File: config.mk
export PLATFORM = sky130hd
export DESIGN_NAME = handshake_fifo
export DESIGN_NICKNAME = d
export VERILOG_FILES = /design/src/rtl/handshake_pkg.sv /design/src/rtl/handshake_fifo_mem.sv /design/src/rtl/handshake_fifo.sv
export SDC_FILE = /design/constraint.sdc
export NUM_CORES = 1
export LEC_CHECK = 0
export ABC_AREA = 1
export CAP_MARGIN = 20
export CORE_UTILIZATION = 53
export DETAILED_ROUTE_END_ITERATION = 8
export PLACE_DENSITY = 0.78
export SYNTH_ARGS = -nofsm -noshare
export SYNTH_HDL_FRONTEND = slang
export SYNTH_SLANG_ARGS = --single-unit
File: constraint.sdc
create_clock -name clk -period 1.8 [get_ports clk]
set_input_delay 0.18 -clock clk [delete_from_list [all_inputs] [get_ports clk]]
set_output_delay 0.18 -clock clk [all_outputs]
set_load 0.01 [all_outputs]
File: src/rtl/handshake_pkg.sv
// ---------------------------------------------------------------------------
// handshake_pkg
// Shared definitions for the valid/ready handshake blocks.
//   DEF_DATA_BITS / DEF_DEPTH : default payload width and buffer depth
//   cnt_bits(depth)           : width of an occupancy counter that must be
//                               able to hold the values 0..depth inclusive
//   hs_count_t                : occupancy type for default-sized blocks
// ---------------------------------------------------------------------------
package handshake_pkg;

  localparam int DEF_DATA_BITS = 8;
  localparam int DEF_DEPTH     = 4;

  // Occupancy needs depth+1 distinct values (empty through full).
  function automatic int cnt_bits(input int depth);
    return $clog2(depth + 1);
  endfunction

  typedef logic [cnt_bits(DEF_DEPTH)-1:0] hs_count_t;

endpackage : handshake_pkg

File: src/rtl/handshake_fifo_mem.sv
// ---------------------------------------------------------------------------
// handshake_fifo_mem
// DEPTH x DATA_BITS storage array for handshake_fifo.
// Ports:
//   clk   : clock, write happens on posedge
//   we    : write enable
//   waddr : write address (0..DEPTH-1)
//   wdata : write data
//   raddr : read address (0..DEPTH-1)
//   rdata : asynchronous read data, mem[raddr]
// The array has no reset: contents are only meaningful where the owning
// FIFO's pointers say they are.
// ---------------------------------------------------------------------------
module handshake_fifo_mem
  import handshake_pkg::*;
#(
  parameter int DATA_BITS = DEF_DATA_BITS,
  parameter int DEPTH     = DEF_DEPTH,
  parameter int ADDR_BITS = (DEPTH > 1) ? $clog2(DEPTH) : 1
) (
  input  logic                 clk,
  input  logic                 we,
  input  logic [ADDR_BITS-1:0] waddr,
  input  logic [DATA_BITS-1:0] wdata,
  input  logic [ADDR_BITS-1:0] raddr,
  output logic [DATA_BITS-1:0] rdata
);

  logic [DATA_BITS-1:0] mem_r [DEPTH];

  // Single write port; addresses beyond DEPTH-1 are never generated.
  always_ff @(posedge clk) begin
    if (we) begin
      mem_r[waddr] <= wdata;
    end
  end

  assign rdata = mem_r[raddr];

endmodule : handshake_fifo_mem

File: src/rtl/handshake_fifo.sv
// ---------------------------------------------------------------------------
// handshake_fifo
// Elastic buffer between a valid/ready master (s_*) and slave (m_*).
// Ports:
//   clk          : single clock, all state updates on posedge
//   rstn         : synchronous active-low reset
//   s_valid/s_ready/s_data : upstream handshake (beat accepted when both high)
//   m_valid/m_ready/m_data : downstream handshake (beat leaves when both high)
//   count        : current occupancy, 0..DEPTH
//   almost_full  : count >= AFULL_LVL
//   almost_empty : count <= AEMPTY_LVL
// Build option:
//   HANDSHAKE_FIFO_BYPASS_EN : when empty, s_* is forwarded combinationally to
//   m_*; a beat taken downstream in that same cycle is never stored.
//   Undefined (default): one-cycle latency, no combinational s_* -> m_* path.
// s_ready depends only on registered occupancy, so no path from m_ready.
// ---------------------------------------------------------------------------
module handshake_fifo
  import handshake_pkg::*;
#(
  parameter  int DATA_BITS  = DEF_DATA_BITS,
  parameter  int DEPTH      = DEF_DEPTH,
  parameter  int AFULL_LVL  = DEPTH - 1,
  parameter  int AEMPTY_LVL = 1,
  localparam int CNT_BITS   = cnt_bits(DEPTH)
) (
  input  logic                 clk,
  input  logic                 rstn,
  input  logic                 s_valid,
  output logic                 s_ready,
  input  logic [DATA_BITS-1:0] s_data,
  output logic                 m_valid,
  input  logic                 m_ready,
  output logic [DATA_BITS-1:0] m_data,
  output logic [CNT_BITS-1:0]  count,
  output logic                 almost_full,
  output logic                 almost_empty
);

  localparam int                  PTR_BITS = (DEPTH > 1) ? $clog2(DEPTH) : 1;
  localparam logic [PTR_BITS-1:0] LAST_PTR = PTR_BITS'(DEPTH - 1);
  localparam logic [CNT_BITS-1:0] FULL_CNT = CNT_BITS'(DEPTH);
  localparam logic [CNT_BITS-1:0] ZERO_CNT = {CNT_BITS{1'b0}};
  localparam logic [PTR_BITS-1:0] ZERO_PTR = {PTR_BITS{1'b0}};

  // Pointers wrap explicitly at DEPTH-1 so non-power-of-2 depths work.
  function automatic logic [PTR_BITS-1:0] ptr_inc(input logic [PTR_BITS-1:0] p);
    logic [PTR_BITS-1:0] n;
    if (p == LAST_PTR) begin
      n = ZERO_PTR;
    end else begin
      n = p + PTR_BITS'(1'b1);
    end
    return n;
  endfunction

  logic [PTR_BITS-1:0]  wr_ptr_r;
  logic [PTR_BITS-1:0]  rd_ptr_r;
  logic [CNT_BITS-1:0]  count_r;

  logic [PTR_BITS-1:0]  wr_ptr_next_s;
  logic [PTR_BITS-1:0]  rd_ptr_next_s;
  logic [CNT_BITS-1:0]  cnt_next_s;
  logic                 empty_s;
  logic                 s_ready_s;
  logic                 push_s;
  logic                 bypass_s;
  logic                 wr_en_s;
  logic                 rd_en_s;
  logic                 m_valid_s;
  logic [DATA_BITS-1:0] m_data_s;
  logic [DATA_BITS-1:0] rdata_s;

  handshake_fifo_mem #(
    .DATA_BITS (DATA_BITS),
    .DEPTH     (DEPTH),
    .ADDR_BITS (PTR_BITS)
  ) u_mem (
    .clk   (clk),
    .we    (wr_en_s),
    .waddr (wr_ptr_r),
    .wdata (s_data),
    .raddr (rd_ptr_r),
    .rdata (rdata_s)
  );

  // Handshake decode: acceptance, bypass, storage write and storage read.
  always_comb begin
    empty_s   = (count_r == ZERO_CNT);
    s_ready_s = (count_r != FULL_CNT);
    push_s    = s_valid && s_ready_s;
`ifdef HANDSHAKE_FIFO_BYPASS_EN
    // Empty buffer: present the upstream beat directly; if it is taken now
    // it never touches storage.
    bypass_s  = empty_s && s_valid && m_ready;
    if (empty_s) begin
      m_valid_s = s_valid;
      m_data_s  = s_data;
    end else begin
      m_valid_s = 1'b1;
      m_data_s  = rdata_s;
    end
`else
    bypass_s  = 1'b0;
    m_valid_s = !empty_s;
    m_data_s  = rdata_s;
`endif
    wr_en_s   = push_s && !bypass_s;
    // Only a stored beat advances the read side.
    rd_en_s   = !empty_s && m_ready;
  end

  // Next occupancy and pointer values.
  always_comb begin
    cnt_next_s = count_r;
    case ({wr_en_s, rd_en_s})
      2'b10:   cnt_next_s = count_r + CNT_BITS'(1'b1);
      2'b01:   cnt_next_s = count_r - CNT_BITS'(1'b1);
      default: cnt_next_s = count_r;
    endcase
    if (wr_en_s) begin
      wr_ptr_next_s = ptr_inc(wr_ptr_r);
    end else begin
      wr_ptr_next_s = wr_ptr_r;
    end
    if (rd_en_s) begin
      rd_ptr_next_s = ptr_inc(rd_ptr_r);
    end else begin
      rd_ptr_next_s = rd_ptr_r;
    end
  end

  // Pointer and occupancy state; reset discards contents but not storage.
  always_ff @(posedge clk) begin
    if (!rstn) begin
      wr_ptr_r <= ZERO_PTR;
      rd_ptr_r <= ZERO_PTR;
      count_r  <= ZERO_CNT;
    end else begin
      wr_ptr_r <= wr_ptr_next_s;
      rd_ptr_r <= rd_ptr_next_s;
      count_r  <= cnt_next_s;
    end
  end

  assign s_ready      = s_ready_s;
  assign m_valid      = m_valid_s;
  assign m_data       = m_data_s;
  assign count        = count_r;
  assign almost_full  = (int'(count_r) >= AFULL_LVL);
  assign almost_empty = (int'(count_r) <= AEMPTY_LVL);

endmodule : handshake_fifo
==> impl_summary.log <==
INFO  metric status = complete, no violations
INFO  metric drt_first_iter_violations = 21
INFO  metric synth.largest_area_cell = edfxtp_1
INFO  metric regToRegEndpoint = count[2]
INFO  metric min_period = roughly 1700 ps
INFO  metric critPathMaxFanout = 4
INFO  metric cts_tree = built
INFO  metric numClockSinks = a little over 40
INFO  metric dr_total_vias = approximately 1200
INFO  metric setup-tns-final = 0 ps
INFO  metric report.final.slew_viol_count = 0
INFO  metric cellPowerDensity = between 1000 and 1500 mW/mm²
INFO  metric setup.worst_path.end_class = output port
INFO  metric fin_skew = approximately 6.9 ps
INFO  metric timing.final.setup_violations = 0
INFO  metric max_freq = around 600 MHz
INFO  metric grt_setup_unrepaired = no
INFO  metric relSlewSlack = a little under nine tenths
INFO  metric power_leakage = ~0.94 nW
INFO  metric synthTopCellsByArea = edfxtp_1 (53%), dfxtp_1 (10%), ha_1 (6.9%), inv_1 (6.3%), nand2_1 (5.8%)
INFO  metric vdd_drop_max = 0.0009393 V
INFO  metric route.detailed.drc = 0
INFO  metric fp.dieArea = 0.003637 mm²
INFO  metric fillers = around 230
INFO  metric hold_violations = 0
INFO  metric layout_commonest_cell = edfxtp_1
INFO  metric drive_above_1_share = between 10% and 20%
INFO  metric r2r_cells = 8
INFO  metric gr-total-overflow = 0
INFO  metric globalRouteMet3Util = ~7.4%
INFO  metric grt_max_degree = 33
INFO  metric syn-num-nets = roughly 190
INFO  metric wl_cell = roughly 13 µm
INFO  metric areaGrowthSynthToFinish = 25.90%
INFO  metric r2r-start = count[1]
INFO  metric grt_pass1_wl = around 5000 µm
INFO  metric hold_path.class = input port to flop
INFO  metric timing_worst_setup_path_type = flop to output port
INFO  metric die-width = ~60 µm
INFO  metric worstSetupStartpointType = flop
INFO  metric critical_path_arrival = 1490 ps
INFO  metric post_synthesis_cell_type_count = 20
INFO  metric cap_violations = 0
INFO  metric worstSetupStartpoint = count[0]
INFO  metric met1_usage = between 20 and 25%
INFO  metric yosys_reg_bits = 41
INFO  metric final-seq-area = between 0.001 and 0.0015 mm²
INFO  metric syn_area_per_cell = approximately 11 µm²
INFO  metric yosys.area.top_type_share = between 50% and 60%
INFO  metric detail-route-antenna-nets = 0
INFO  metric worst_hold_slack = ~460 ps
INFO  metric firstDrtPassIters = 4
INFO  metric cts_inserted_buffers = 5
INFO  metric coreArea = ~0.0031 mm²
INFO  metric finalNonFillerCells = about 250
INFO  metric final_wtd_congestion = around 0.8
INFO  metric cp.required = 1620 ps
INFO  metric cells_after_synth = 167
INFO  metric worst_slew_pin_slew = about 210 ps
INFO  metric post-place-cells = approximately 240
INFO  metric cts_root_buf = clkbuf_4
INFO  metric gr-usage-all-layers = around 20%
INFO  metric multi_input_comb_area = 523.0 µm²
INFO  metric synth_area = ~0.0018 mm²
INFO  metric dieHeight = 60.31 µm
INFO  metric globalRouteMet2Util = about a third
INFO  metric antennaDiodeCount = 0
INFO  metric place.port_buffers = 26
INFO  metric cts-hold-fix-buffers = 0
INFO  metric top_usage_layer = met2
INFO  metric dpl.hpwl = 2254 µm
INFO  metric drt_wl_total = between 3000 and 4000 µm
INFO  metric post_layout_total_power = between 0.003 and 0.004 W
INFO  metric design.final.nets = roughly 230
INFO  metric synth.yosys.warnings = 0
INFO  metric placement_rows = 20
INFO  metric cts_max_path_buffers = 2
INFO  metric sequential_to_total_area_share_from_yosys_stat = between 60% and 70%
INFO  metric via_per_inst = roughly 4.8
INFO  metric insertion_delay = between 300 and 400 ps
INFO  metric design.portCount = 27
INFO  metric final_period_util = just over 90%
INFO  metric antenna_found_initial = 0
INFO  metric layout_common_cells = edfxtp_1 (32), inv_1 (30), nand2_1 (28)
INFO  metric initial_utilization = 57.60%
INFO  metric level_count_of_the_clock_h_tree = 2
INFO  metric critical_path.endpoint = almost_full
INFO  metric first_global_vias = 1134
INFO  metric rrSetupSlack = between 150 and 200 ps
INFO  metric cts.reportedPaths.clkPinSlew = 120 ps
## report_power, final
part	internal, W	switching (W)	leakage, nW
clock	0.000437	0.000301	0.0558
sequential	0.00118	0.0000878	0.369
combinational	0.000578	0.000696	0.515
## cells by family (layout without fill, tap and decap cells)
family	count (synthesis)	count (layout)	synth area share, %
AOI/OAI and AO/OA	33	33	10.83
xor gates and xnor gates	1	1	0.4862
adders and majority gates	10	10	6.944
buffers and inverters	36	73	7.778
DFF	41	41	63.33
and+or+nand+nor	46	46	10.63
## metrics by stage
stage | area [µm²] | setup slack (ps) | util, %
final | 2268 | 127.3 | 72.52
after CTS | 2255 | 72.31 | 72.08
after detailed placement | 2158 | 108.0 | 69.00
after global placement | 2158 | 204.8 | 69.00
after floorplan | 1802 | 88.84 | -
after global routing | 2268 | 3.078 | 72.52
## sequential cells by signal, summed over array words and instances, names as in the netlist, named ones only
signal / flops
u_mem.mem_r: 32
count: 3
rd_ptr_r: 2
wr_ptr_r: 2
## worst max-delay path, cell delays in order (launching register included)
cell             delay (ps)
dfxtp_4                 380
ha_1                    200
ha_1                    180
nor2_1                   80
o21ai_0                  80
clkdlybuf4s15_1         230
## area by class of cell
class	instances	share of cell area, %
inverter	31	5.130
tap	44	2.427
clock buffer	5	1.655
sequential	41	50.58
multi-input combinational	90	23.06
timing repair buffer	34	14.12
clock inverter	3	3.034
## metal layers
metal | wire (µm) | up-vias
li1 | - | 627
met1 | 1388 | 550
met2 | 1598 | 18
met3 | 130 | 6
met4 | 44 | 0
met5 | 0 | -
## synth_stat cells
library cell / instances
ha_1: 10
nand3_1: 2
nand2_1: 28
clkbuf_1: 1
nand3b_1: 1
a21boi_2: 1
nor2_1: 12
xnor2_1: 1
nand4_1: 1
buf_2: 4
nand2_4: 1
a21oi_1: 12
o211ai_1: 8
a21oi_2: 1
edfxtp_1: 32
dfxtp_1: 9
inv_1: 30
nand2_2: 1
inv_2: 1
o21ai_0: 11
## repair_timing
item	CTS	global route
gates cloned	0	0
gates resized for setup	14	3
setup endpoints to repair	11	2
setup buffers	0	1
## worst min path at each step
stage / startpoint / to / slack, ps / depth (start not counted)
floorplan: s_data[0] / u_mem.mem_r[0][0] / 280 / 0
global placement: count[0] / count[0] / 480 / 1
detailed placement: count[0] / count[0] / 480 / 1
CTS: s_data[5] / u_mem.mem_r[3][5] / 440 / 1
global route: s_data[5] / u_mem.mem_r[2][5] / 420 / 1
finish: s_data[0] / u_mem.mem_r[3][0] / 460 / 1
Note: power is estimated with default switching activity, not from simulation.
